[src/rtl/sram_arbiter.sv]
// Two-requester round-robin arbiter in front of a single-port SRAM.
// Every output is registered alongside the state.
module sram_arbiter #(
  parameter int ADDR  = 4,
  parameter int WIDTH = 8
) (
  input  logic             clk,
  input  logic             rst,
  input  logic             req0,
  input  logic             req1,
  input  logic             we0,
  input  logic             we1,
  input  logic [ADDR-1:0]  addr0,
  input  logic [ADDR-1:0]  addr1,
  input  logic [WIDTH-1:0] wdata0,
  input  logic [WIDTH-1:0] wdata1,
  output logic             gnt0,
  output logic             gnt1,
  output logic             rvalid0,
  output logic             rvalid1,
  output logic [WIDTH-1:0] rdata,
  output logic             busy,
  output logic             sram_cs,
  output logic             sram_we,
  output logic [ADDR-1:0]  sram_addr,
  output logic [WIDTH-1:0] sram_wdata,
  input  logic [WIDTH-1:0] sram_rdata
);

  // state  | meaning
  // IDLE   | sample requests, pick a winner
  // ACCESS | SRAM strobed for the winner, gnt pulsed
  // RESP   | read data presented with rvalid
  localparam logic [1:0] IDLE   = 2'd0;
  localparam logic [1:0] ACCESS = 2'd1;
  localparam logic [1:0] RESP   = 2'd2;

  logic [1:0]       state_q, state_d;
  logic             ptr_q, ptr_d;
  logic             id_q, id_d;
  logic             we_q, we_d;
  logic             gnt0_q, gnt0_d, gnt1_q, gnt1_d;
  logic             rv0_q, rv0_d, rv1_q, rv1_d;
  logic [WIDTH-1:0] rdata_q, rdata_d;
  logic             busy_q, busy_d;
  logic             cs_q, cs_d, swe_q, swe_d;
  logic [ADDR-1:0]  saddr_q, saddr_d;
  logic [WIDTH-1:0] swdata_q, swdata_d;
  logic             win;

  always_comb begin
    // On a tie the requester not served last wins; a lone requester always wins.
    win      = (req0 && req1) ? ~ptr_q : req1;
    state_d  = state_q;
    ptr_d    = ptr_q;
    id_d     = id_q;
    we_d     = we_q;
    gnt0_d   = 1'b0;
    gnt1_d   = 1'b0;
    rv0_d    = 1'b0;
    rv1_d    = 1'b0;
    rdata_d  = rdata_q;
    cs_d     = 1'b0;
    swe_d    = 1'b0;
    saddr_d  = saddr_q;
    swdata_d = swdata_q;
    case (state_q)
      IDLE: begin
        if (req0 || req1) begin
          id_d     = win;
          ptr_d    = win;
          we_d     = win ? we1 : we0;
          saddr_d  = win ? addr1 : addr0;
          swdata_d = win ? wdata1 : wdata0;
          cs_d     = 1'b1;
          swe_d    = win ? we1 : we0;
          gnt0_d   = ~win;
          gnt1_d   = win;
          state_d  = ACCESS;
        end
      end
      ACCESS: begin
        if (we_q) begin
          state_d = IDLE;
        end else begin
          // Read data is valid at the edge closing the strobe cycle.
          rdata_d = sram_rdata;
          rv0_d   = ~id_q;
          rv1_d   = id_q;
          state_d = RESP;
        end
      end
      RESP:    state_d = IDLE;
      default: state_d = IDLE;
    endcase
    busy_d = (state_d != IDLE);
  end

  always_ff @(posedge clk or posedge rst) begin
    if (rst) begin
      state_q  <= IDLE;
      ptr_q    <= 1'b1;
      id_q     <= 1'b0;
      we_q     <= 1'b0;
      gnt0_q   <= 1'b0;
      gnt1_q   <= 1'b0;
      rv0_q    <= 1'b0;
      rv1_q    <= 1'b0;
      rdata_q  <= '0;
      busy_q   <= 1'b0;
      cs_q     <= 1'b0;
      swe_q    <= 1'b0;
      saddr_q  <= '0;
      swdata_q <= '0;
    end else begin
      state_q  <= state_d;
      ptr_q    <= ptr_d;
      id_q     <= id_d;
      we_q     <= we_d;
      gnt0_q   <= gnt0_d;
      gnt1_q   <= gnt1_d;
      rv0_q    <= rv0_d;
      rv1_q    <= rv1_d;
      rdata_q  <= rdata_d;
      busy_q   <= busy_d;
      cs_q     <= cs_d;
      swe_q    <= swe_d;
      saddr_q  <= saddr_d;
      swdata_q <= swdata_d;
    end
  end

  assign gnt0       = gnt0_q;
  assign gnt1       = gnt1_q;
  assign rvalid0    = rv0_q;
  assign rvalid1    = rv1_q;
  assign rdata      = rdata_q;
  assign busy       = busy_q;
  assign sram_cs    = cs_q;
  assign sram_we    = swe_q;
  assign sram_addr  = saddr_q;
  assign sram_wdata = swdata_q;

endmodule

[config.mk]
export PLATFORM = sky130hd
export DESIGN_NAME = sram_arbiter
export DESIGN_NICKNAME = d
export VERILOG_FILES = /design/src/rtl/sram_arbiter.sv
export SDC_FILE = /design/constraint.sdc
export NUM_CORES = 1
export LEC_CHECK = 0
export ABC_AREA = 1
export BUFFER_PORTS_ARGS = -buffer_cell sky130_fd_sc_hd__buf_2
export CORE_ASPECT_RATIO = 1.5
export CORE_MARGIN = 5
export CORE_UTILIZATION = 50
export CTS_BUF_LIST = sky130_fd_sc_hd__clkbuf_8
export DETAILED_ROUTE_END_ITERATION = 6
export GPL_ROUTABILITY_DRIVEN = 0
export HOLD_SLACK_MARGIN = 0.12
export PLACE_DENSITY_LB_ADDON = 0.3
export SLEW_MARGIN = 20
export SYNTH_ARGS = -nofsm -noshare
export SYNTH_HDL_FRONTEND = slang
export SYNTH_SLANG_ARGS = --single-unit
[constraint.sdc]
create_clock -name clk -period 2.8 [get_ports clk]
set_input_delay 0.56 -clock clk [delete_from_list [all_inputs] [get_ports clk]]
set_output_delay 0.56 -clock clk [all_outputs]
set_load 0.01 [all_outputs]
-- After elaboration in Yosys (flattened, before gate mapping)
Cells that the tools add are included.
- register bits after elaboration: 32
- output and inout port bits: 27
- word-level logic and storage cells: 44
- input bits: 38
- muxes and demuxes: 19
- bitwise gates (word level): 4
- reduce and logical (&&, ||, !) cells: 6
- eq/ne operators: 1
- operators by type and width (operator ; count):
    2-to-1 mux 1 bit ; 14
    2-to-1 mux 8 bit ; 1
    2-to-1 mux 2 bit ; 2
    2-to-1 mux 4 bit ; 1
    NOT 1 bit ; 4
    case mux 2 bit (2 select lines) ; 1
    AND reduction 2 bit ; 2
    equality test 2 x 1 -> 1 bit, second input constant ; 1
    zero test 2 bit ; 1
    nonzero test 2 bit ; 1
    logical AND 1 bit ; 1
    logical OR 1 bit ; 1

-- Depth between registers and ports, before layout
Gate-level depths: netlist of the first run.
- depth in word-level cells: 5
- gate-level depth with buffers: 7
- gate-level depth less buffers: 6

-- Worst setup path after synthesis of the first run
OpenSTA, ideal clock, no wires.
- path kind: in2reg
- start point: in req0
- end point: reg saddr_q[0], in the netlist sram_addr[0]
- data arrival time: 1.127 ns
- setup time: 0.117 ns
- path slack: 1.556 ns
- buffers on the path: 1
- required time: 2.683 ns
- stages: 6
- cells stage by stage: nand2_1 nand2_1 buf_2 nand2_1 nand3_1 nand2_1
- longest elaborated chain between the ends: 3
- elaborated cells between the ends (all ways): 5
- those cells by class: mux: 2; reduce/logical: 3
- ends and longest elaborated chain (element ; line ; RTL):
    start, declared ; 9 ; input logic req0,
    logical AND 1 bit ; 53 ; win = (req0 && req1) ? ~ptr_q : req1;
    2-to-1 mux 1 bit ; 53 ;
    2-to-1 mux 4 bit ; 73 ; saddr_d = win ? addr1 : addr0;
    end signal, assigned ; 128 ; saddr_q <= saddr_d;
    end, declared ; 47 ; logic [ADDR-1:0] saddr_q, saddr_d;
Parallel ways exist; a longest one is shown, timed or not.
A chain may end at the register's enable or synchronous reset.

-- Worst setup path after layout of the first run
- start point: reg ptr_q
- end point: reg id_q
- longest elaborated chain between the ends: 2
- ends and longest elaborated chain (element ; line ; RTL):
    start, declared ; 39 ; logic ptr_q, ptr_d;
    start signal, assigned ; 117 ; ptr_q <= ptr_d;
    NOT 1 bit ; 53 ;
    2-to-1 mux 1 bit ; 53 ;
    end signal, assigned ; 118 ; id_q <= id_d;
    end, declared ; 40 ; logic id_q, id_d;
Every way passes these cells.

==> run_results.csv, run 1 <==
group,metric,value,unit
status,status,"completed",
global_routing,antenna_found_initial,0,
worst_setup_path,crit_family,"simple AND/OR/NAND/NOR gates",
worst_setup_path,cp-end-kind,"flip-flop",
clock_tree,cts.htree.levels,2,
finish,post-route-cell-area,1815,µm²
flow_run,max_cap_violations,0,
worst_setup_path,crit_chain,"nand2_1, nand2_1, nor2_1, inv_1, o21ai_0",
finish,final-seq-area,802.0,µm²
clock_tree,hold_buffers,0,
timing,max-slew-margin-rel,62.60,%
finish,n_antenna_cell,0,
floorplan,die_w,53.03,µm
detailed_routing,routed_wl,3.116,mm
clock_tree,clock_sinks,32,
pwr,power.leakage,0.001102,µW
yosys,synthesis.area,1389,µm²
floorplan,placementRows,23,
yosys,synth.most_common_cell,"nand2_1",
finish,areaGrowthSynthToFinish,30.72,%
worst_setup_path,required,2950,ps
yosys,synth_nets,203,
clock_tree,clk_latency,280,ps
timing,setup_viol,0,
min_path,hold_path.class,"input port to async pin",
detailed_routing,antenna_left,0,
global_routing,grt_pass1_vias,1185,
detailed_routing,vias_per_cell,4.569,
floorplan,core,2676,µm²
place,dpl.hpwl,2.359,mm
yosys,synthFlopType,"dfrtp_1",
worst_setup_path,crit_path_max_fanout,15,
pwr,pwr_density_cell,1024,nW/µm²
place,placed_cells,261,
worst_setup_path,path_common_cell,"nand2_1",
finish,drive_above_1_share,32.33,%
clock_tree,cts_tree,"built",
global_routing,grt_max_degree,18,
yosys,yosys_warnings,0,
worst_setup_path,cpPeakStageDelay,530,ps
yosys,postSynth.asyncResetShare,100.0,%
yosys,avgSynthCellArea,8.417,µm²
timing,fin_skew,3.385,ps
yosys,netlist.area_leader.share,55.86,%
global_routing,grt_first_pass_wirelength,5.154,mm
clock_tree,cts_resized,0,
timing,period_minus_slack,1649,ps
worst_setup_path,critPathKind,"flip-flop to flip-flop",
worst_setup_path,start_kind,"flip-flop",
place,dpl_cell_area,1725,µm²
detailed_routing,wl_per_cell,11.58,µm
pwr,peakVddDrop,0.6659,mV
clock_tree,numCtsBuffers,5,
timing,finalHoldViolations,0,
clock_tree,path_clk_slew,60,ps
finish,fill_cells,256,
timing,whs,323.3,ps
worst_setup_path,path_buf_inv,1,
floorplan,die_h,74.55,µm
global_routing,grt.overflow.total,0,
place,pre_cts_ws,937.4,ps
worst_setup_path,slowest_stage,"dfstp_2",
timing,slew_violations,0,
timing,max_clock_freq,606.4,MHz
yosys,synthTopCellsByArea,"dfrtp_1, nand2_1, nand3b_1, inv_1, nand3_1",
detailed_routing,dr.first_iter.drc_count,17,
yosys,synth_top_cell_by_area,"dfrtp_1",
timing,final.setup.tns,0,ps
clock_tree,postCtsSetupRepairBufs,0,
global_routing,track_usage,18.35,%
detailed_routing,firstDrtPassIters,4,
detailed_routing,drcViolationCount,0,
finish,nNetsFinal,269,
floorplan,pin_count,65,
timing,tightest_slew,560.4,ps
yosys,synthCells,165,
place,io_buffers,64,
floorplan,die-area,3953,µm²
worst_setup_path,cp.arrival,1800,ps
yosys,ys_types,16,
yosys,ys_ff_latch,32,
finish,layoutNonFillerInstCount,269,
clock_tree,cts_root_buf,"clkbuf_8",
yosys,synth-edff-count,0,
clock_tree,clockBufferDepth,2,
floorplan,initial_utilization,51.89,%
detailed_routing,via_count,1229,
yosys,ys_top_cells_by_count,"nand2_1, dfrtp_1, inv_1",
timing,setup_slack,1151,ps
yosys,ys_seq_area_share,57.75,%
timing,fin_crit_sh,58.90,%
finish,multi_input_area,470.5,µm²
timing,rsz0062_at_grt,"no",
==> state kept, by name, summed over array words and instances (netlist names), 2 cells and up <==
name,flops
sram_addr,4
rdata,8
state_q,2
sram_wdata,8
==> routing by layer <==
layer / vias to the layer above / share of wire, % / track usage (%)
li1: 631 / - / -
met1: 542 / 39 / 21.13
met2: 47 / 50 / 29.70
met3: 9 / 8.6 / 7.014
met4: 0 / 3.0 / 8.807
met5: - / 0 / 0
==> cell families after synthesis <==
family	synth area share, %
compound gates	0.3600
flops	57.75
simple gates	33.51
buf+inv	8.378
==> final cells by class <==
cell class | count | area share, %
sequential | 32 | 44.18
clock inverter | 2 | 0.4135
clock buffer | 6 | 4.549
timing repair buffer | 65 | 18.06
multi-input combinational | 106 | 25.91
tap | 37 | 2.550
inverter | 21 | 4.342
==> report_power, final <==
group	total [µW]	leakage (µW)	switching [µW]	internal, µW
clock network	348	0.0000538	155	193
registers	782	0.000395	95.6	687
logic	730	0.000654	452	277
==> through the flow <==
step,utilization [%],total power (µW)
final,67.84,1860
after global routing,67.84,2025
after CTS,67.84,1888
after detailed placement,64.47,1535
after global placement,64.47,1520
after floorplan,-,1264
==> path summary, 6_finish.rpt <==
kind,from,endpoint,slack (ps),cells after the start
max in group asynchronous,rst,sram_wdata[4]$_DFFE_PP0P_,1840,3
setup reg to reg,ptr_q$_DFFE_PP1P_,id_q$_DFFE_PP0P_,1150,5
setup / recovery,ptr_q$_DFFE_PP1P_,id_q$_DFFE_PP0P_,1150,5
hold / removal,rst,rdata[5]$_DFFE_PP0P_,320,2
hold reg to reg,id_q$_DFFE_PP0P_,rvalid0$_DFF_PP0_,460,1
min in group clk,id_q$_DFFE_PP0P_,rvalid0$_DFF_PP0_,460,1
==> cells in the final DEF, fill, tap and decap left out, drive strengths merged <==
| cell type | synthesis | routed |
|---|---|---|
| nand2 | 72 | 72 |
| dfstp | 1 | 1 |
| buf | 5 | 65 |
| nand3 | 13 | 13 |
| clkbuf | 1 | 6 |
| dfrtp | 31 | 31 |
| inv | 20 | 22 |
| clkinv | 1 | 1 |
| o21ai | 1 | 1 |
| nand3b | 12 | 12 |
| nor2 | 8 | 8 |
Power figures use the tool's default switching activity.
==> inputs of run 2 (changes only) <==
--- a/config.mk
+++ b/config.mk
@@ -5,11 +5,11 @@
 export SDC_FILE = /design/constraint.sdc
 export NUM_CORES = 1
 export LEC_CHECK = 0
-export ABC_AREA = 1
+export ABC_AREA = 0
 export BUFFER_PORTS_ARGS = -buffer_cell sky130_fd_sc_hd__buf_2
 export CORE_ASPECT_RATIO = 1.5
 export CORE_MARGIN = 5
-export CORE_UTILIZATION = 50
+export CORE_UTILIZATION = 43
 export CTS_BUF_LIST = sky130_fd_sc_hd__clkbuf_8
 export DETAILED_ROUTE_END_ITERATION = 6
 export GPL_ROUTABILITY_DRIVEN = 0
==> constraint.sdc (replaced) <==
create_clock -name clk -period 1.5 [get_ports clk]
set_input_delay 0.3 -clock clk [delete_from_list [all_inputs] [get_ports clk]]
set_output_delay 0.3 -clock clk [all_outputs]
set_load 0.01 [all_outputs]
==> run 2 against run 1 <==
Net effect:
- area after synthesis up 0.27%
- clock power up 87%
- flip-flop and latch count unchanged
- sequential share of layout area down 2.6 points
- critical path depth down 2
- sequential power up 92%
- count of clock-buffer cells in the layout unchanged
- combinational power up 140%
- clock skew down 1.3 ps
- hold slack worse by 67 ps
- critical endpoint is now sram_wdata[5]$_DFFE_PP0P_
- largest cell class unchanged
- largest power group is now combinational cells
==> run_results.csv, run 2 <==
group,metric,value,unit
clock_tree,numCtsBuffers,5,
floorplan,initial_utilization,44.52,%
clock_tree,clock_sinks,32,
timing,fin_skew,2.110,ps
clock_tree,cts_tree,"built",
global_routing,antenna_found_initial,0,
worst_setup_path,cpPeakStageDelay,560,ps
worst_setup_path,crit_chain,"a21bo_4, mux2_2, mux2_2",
worst_setup_path,cp-end-kind,"flip-flop",
finish,drive_above_1_share,70.00,%
pwr,p_int,2661,µW
place,dpl.hpwl,2.348,mm
detailed_routing,firstDrtPassIters,4,
floorplan,core,3128,µm²
clock_tree,clockBufferDepth,2,
place,dpl_cell_area,1803,µm²
timing,setup_slack,9.373,ps
yosys,synthesis.area,1393,µm²
yosys,synth-edff-count,0,
worst_setup_path,critPathKind,"flip-flop to flip-flop",
timing,tightest_slew,389.0,ps
flow_run,max_cap_violations,0,
pwr,peakVddDrop,1.195,mV
yosys,ys_types,21,
pwr,pwr_density_cell,2035,nW/µm²
yosys,synth.most_common_cell,"dfrtp_1",
clock_tree,path_clk_slew,60,ps
yosys,ys_seq_area_share,57.59,%
place,io_buffers,64,
pwr,p_switching,1265,µW
worst_setup_path,path_common_cell,"mux2_2",
finish,post-route-cell-area,1929,µm²
detailed_routing,dr.first_iter.drc_count,13,
detailed_routing,antenna_left,0,
global_routing,track_usage,14.79,%
worst_setup_path,start_kind,"flip-flop",
yosys,synth_top_cell_by_area,"dfrtp_1",
finish,final_util,61.68,%
detailed_routing,via_count,999,
timing,setup_viol,0,
yosys,ys_ff_latch,32,
worst_setup_path,rr_worst_depth,3,
worst_setup_path,slowest_stage,"dfstp_2",
status,status,"completed",
min_path,min_to,"rdata[3]$_DFFE_PP0P_",
pwr,sw_frac_of_total,32.22,%
min_path,hold_path.class,"input port to flip-flop",
clock_tree,cts_root_buf,"clkbuf_8",
timing,max-slew-margin-rel,74.07,%
finish,areaGrowthSynthToFinish,38.54,%
place,pre_cts_ws,-59.39,ps
worst_setup_path,r2r-start,"ptr_q$_DFFE_PP1P_",
yosys,synthTopCellsByArea,"dfrtp_1, mux2_4, mux2_2, dfstp_2, buf_12",
finish,mostFrequentLayoutCell,"buf_2",
worst_setup_path,crit_path_max_fanout,7,
global_routing,grt_first_pass_wirelength,5.078,mm
clock_tree,clk_latency,270,ps
detailed_routing,wl_per_cell,14.61,µm
yosys,ys_top_cells_by_count,"dfrtp_1, mux2_4, mux2_2",
worst_setup_path,required,1660,ps
clock_tree,cts.htree.levels,2,
global_routing,grt_pass1_vias,1098,
worst_setup_path,r2r-end,"sram_wdata[5]$_DFFE_PP0P_",
min_path,min_path_cells,2,
detailed_routing,vias_per_cell,4.757,
timing,rsz0062_at_grt,"yes",
timing,finalHoldViolations,0,
place,placed_cells,199,
yosys,synth_nets,126,
detailed_routing,drcViolationCount,0,
pwr,p_comb_share,45.2,%
floorplan,die-area,4500,µm²
timing,final.setup.tns,0,ps
yosys,netlist.area_leader.share,55.71,%
finish,nNetsFinal,207,
timing,slew_violations,0,
finish,fill_cells,271,
worst_setup_path,reg2reg_setup_slack,9,ps
worst_setup_path,cp.arrival,1650,ps
floorplan,pin_count,65,
yosys,postSynth.asyncResetShare,100.0,%
yosys,yosys_warnings,0,
pwr,seqPwrFrac,38.3,%
pwr,p_clk_share,16.6,%
finish,layoutNonFillerInstCount,210,
floorplan,die_h,79.70,µm
timing,max_clock_freq,670.9,MHz
yosys,avgSynthCellArea,15.82,µm²
yosys,synthFlopType,"dfrtp_1",
detailed_routing,routed_wl,3.068,mm
yosys,synthCells,88,
floorplan,placementRows,25,
global_routing,grt.overflow.total,0,
timing,fin_crit_sh,99.38,%
pwr,power.leakage,0.001041,µW
global_routing,grt_max_degree,33,
min_path,hp-start,"sram_rdata[3]",
timing,period_minus_slack,1491,ps
finish,final_cell_mix,"buf_2, dfrtp_1, mux2_4, mux2_2, buf_4",
finish,n_antenna_cell,0,
floorplan,die_w,56.47,µm
run 2: cell count changes in the layout (fill, tap and decap cells not counted), sizes merged, moves of 2 or more:
cell    delta
mux2      +32
nand2     -70
nor2       -4
nand3b    -12
buf        +9
inv       -18
nand3     -13
a21o       +2
a21bo      +2
run 2: worst max path at each step:
| stage | slack, ps | start | depth (start not counted) | endpoint |
|---|---|---|---|---|
| after global placement | -30 | ptr_q$_DFFE_PP1P_ | 3 | sram_wdata[5]$_DFFE_PP0P_ |
| after global routing | -20 | ptr_q$_DFFE_PP1P_ | 3 | sram_wdata[5]$_DFFE_PP0P_ |
| after CTS | 10 | ptr_q$_DFFE_PP1P_ | 3 | sram_wdata[4]$_DFFE_PP0P_ |
| after detailed placement | -60 | ptr_q$_DFFE_PP1P_ | 3 | sram_wdata[4]$_DFFE_PP0P_ |
| final | 9 | ptr_q$_DFFE_PP1P_ | 3 | sram_wdata[5]$_DFFE_PP0P_ |
| after floorplan | 10 | ptr_q$_DFFE_PP1P_ | 4 | sram_addr[0]$_DFFE_PP0P_ |
run 2: per-stage QoR:
stage / total power (µW) / hold WS (ps)
final: 3926 / 256.3
after floorplan: 2610 / 362.9
after CTS: 3987 / 247.9
after global routing: 4195 / 252.4
after global placement: 3220 / 390.8
after detailed placement: 3291 / 399.1
run 2: kinds of logic after synthesis:
logic type | after synthesis | synth area share [%]
multiplexers | 32 | 30.73
flip-flops | 32 | 57.59
AND/OR/NAND/NOR | 10 | 3.684
AO/OA/AOI/OAI | 8 | 4.942
buffers and inverters | 6 | 3.055
run 2: final cells by class:
cell class / count / area, µm² / area share [%]
Sequential cell: 32 / 802.0 / 41.57
Clock buffer: 6 / 82.58 / 4.280
Clock inverter: 2 / 10.01 / 0.5188
Timing Repair Buffer: 75 / 405.4 / 21.01
Inverter: 4 / 15.01 / 0.7782
Multi-Input combinational cell: 51 / 564.3 / 29.25
Tap cell: 40 / 50.05 / 2.594
run 2: timing repair:
action / in CTS / in global routing
endpoints found under the hold margin: 31 / 0
setup endpoints to repair: 12 / 4
pin swaps: 1 / 0
resized for setup: 1 / 0
gates cloned: 1 / 0
buffers inserted: 1 / 0
hold buffers: 1 / 0
run 2: power groups by stage:
| stage | clock, µW | combinational, µW | sequential (µW) |
|---|---|---|---|
| CTS | 676 | 1810 | 1500 |
| global placement | 0 | 1730 | 1490 |
| finish | 651 | 1770 | 1500 |
| global route | 715 | 1920 | 1560 |
| detailed placement | 0 | 1780 | 1510 |
| floorplan | 0 | 919 | 1690 |
run 2: layer usage:
metal | global-route usage, % | vias up | routed length (µm)
met2 | 27.20 | 46 | 1600
met4 | 4.988 | 0 | 42
met3 | 5.987 | 6 | 293
li1 | - | 475 | -
met5 | 0 | - | 0
met1 | 14.76 | 472 | 1131
run 2: worst max-delay path, delay by kind of cell (launching register included):
family,cells,cell delay [ps]
muxes,2,610
DFF,1,560
AOI/OAI and AO/OA,1,210
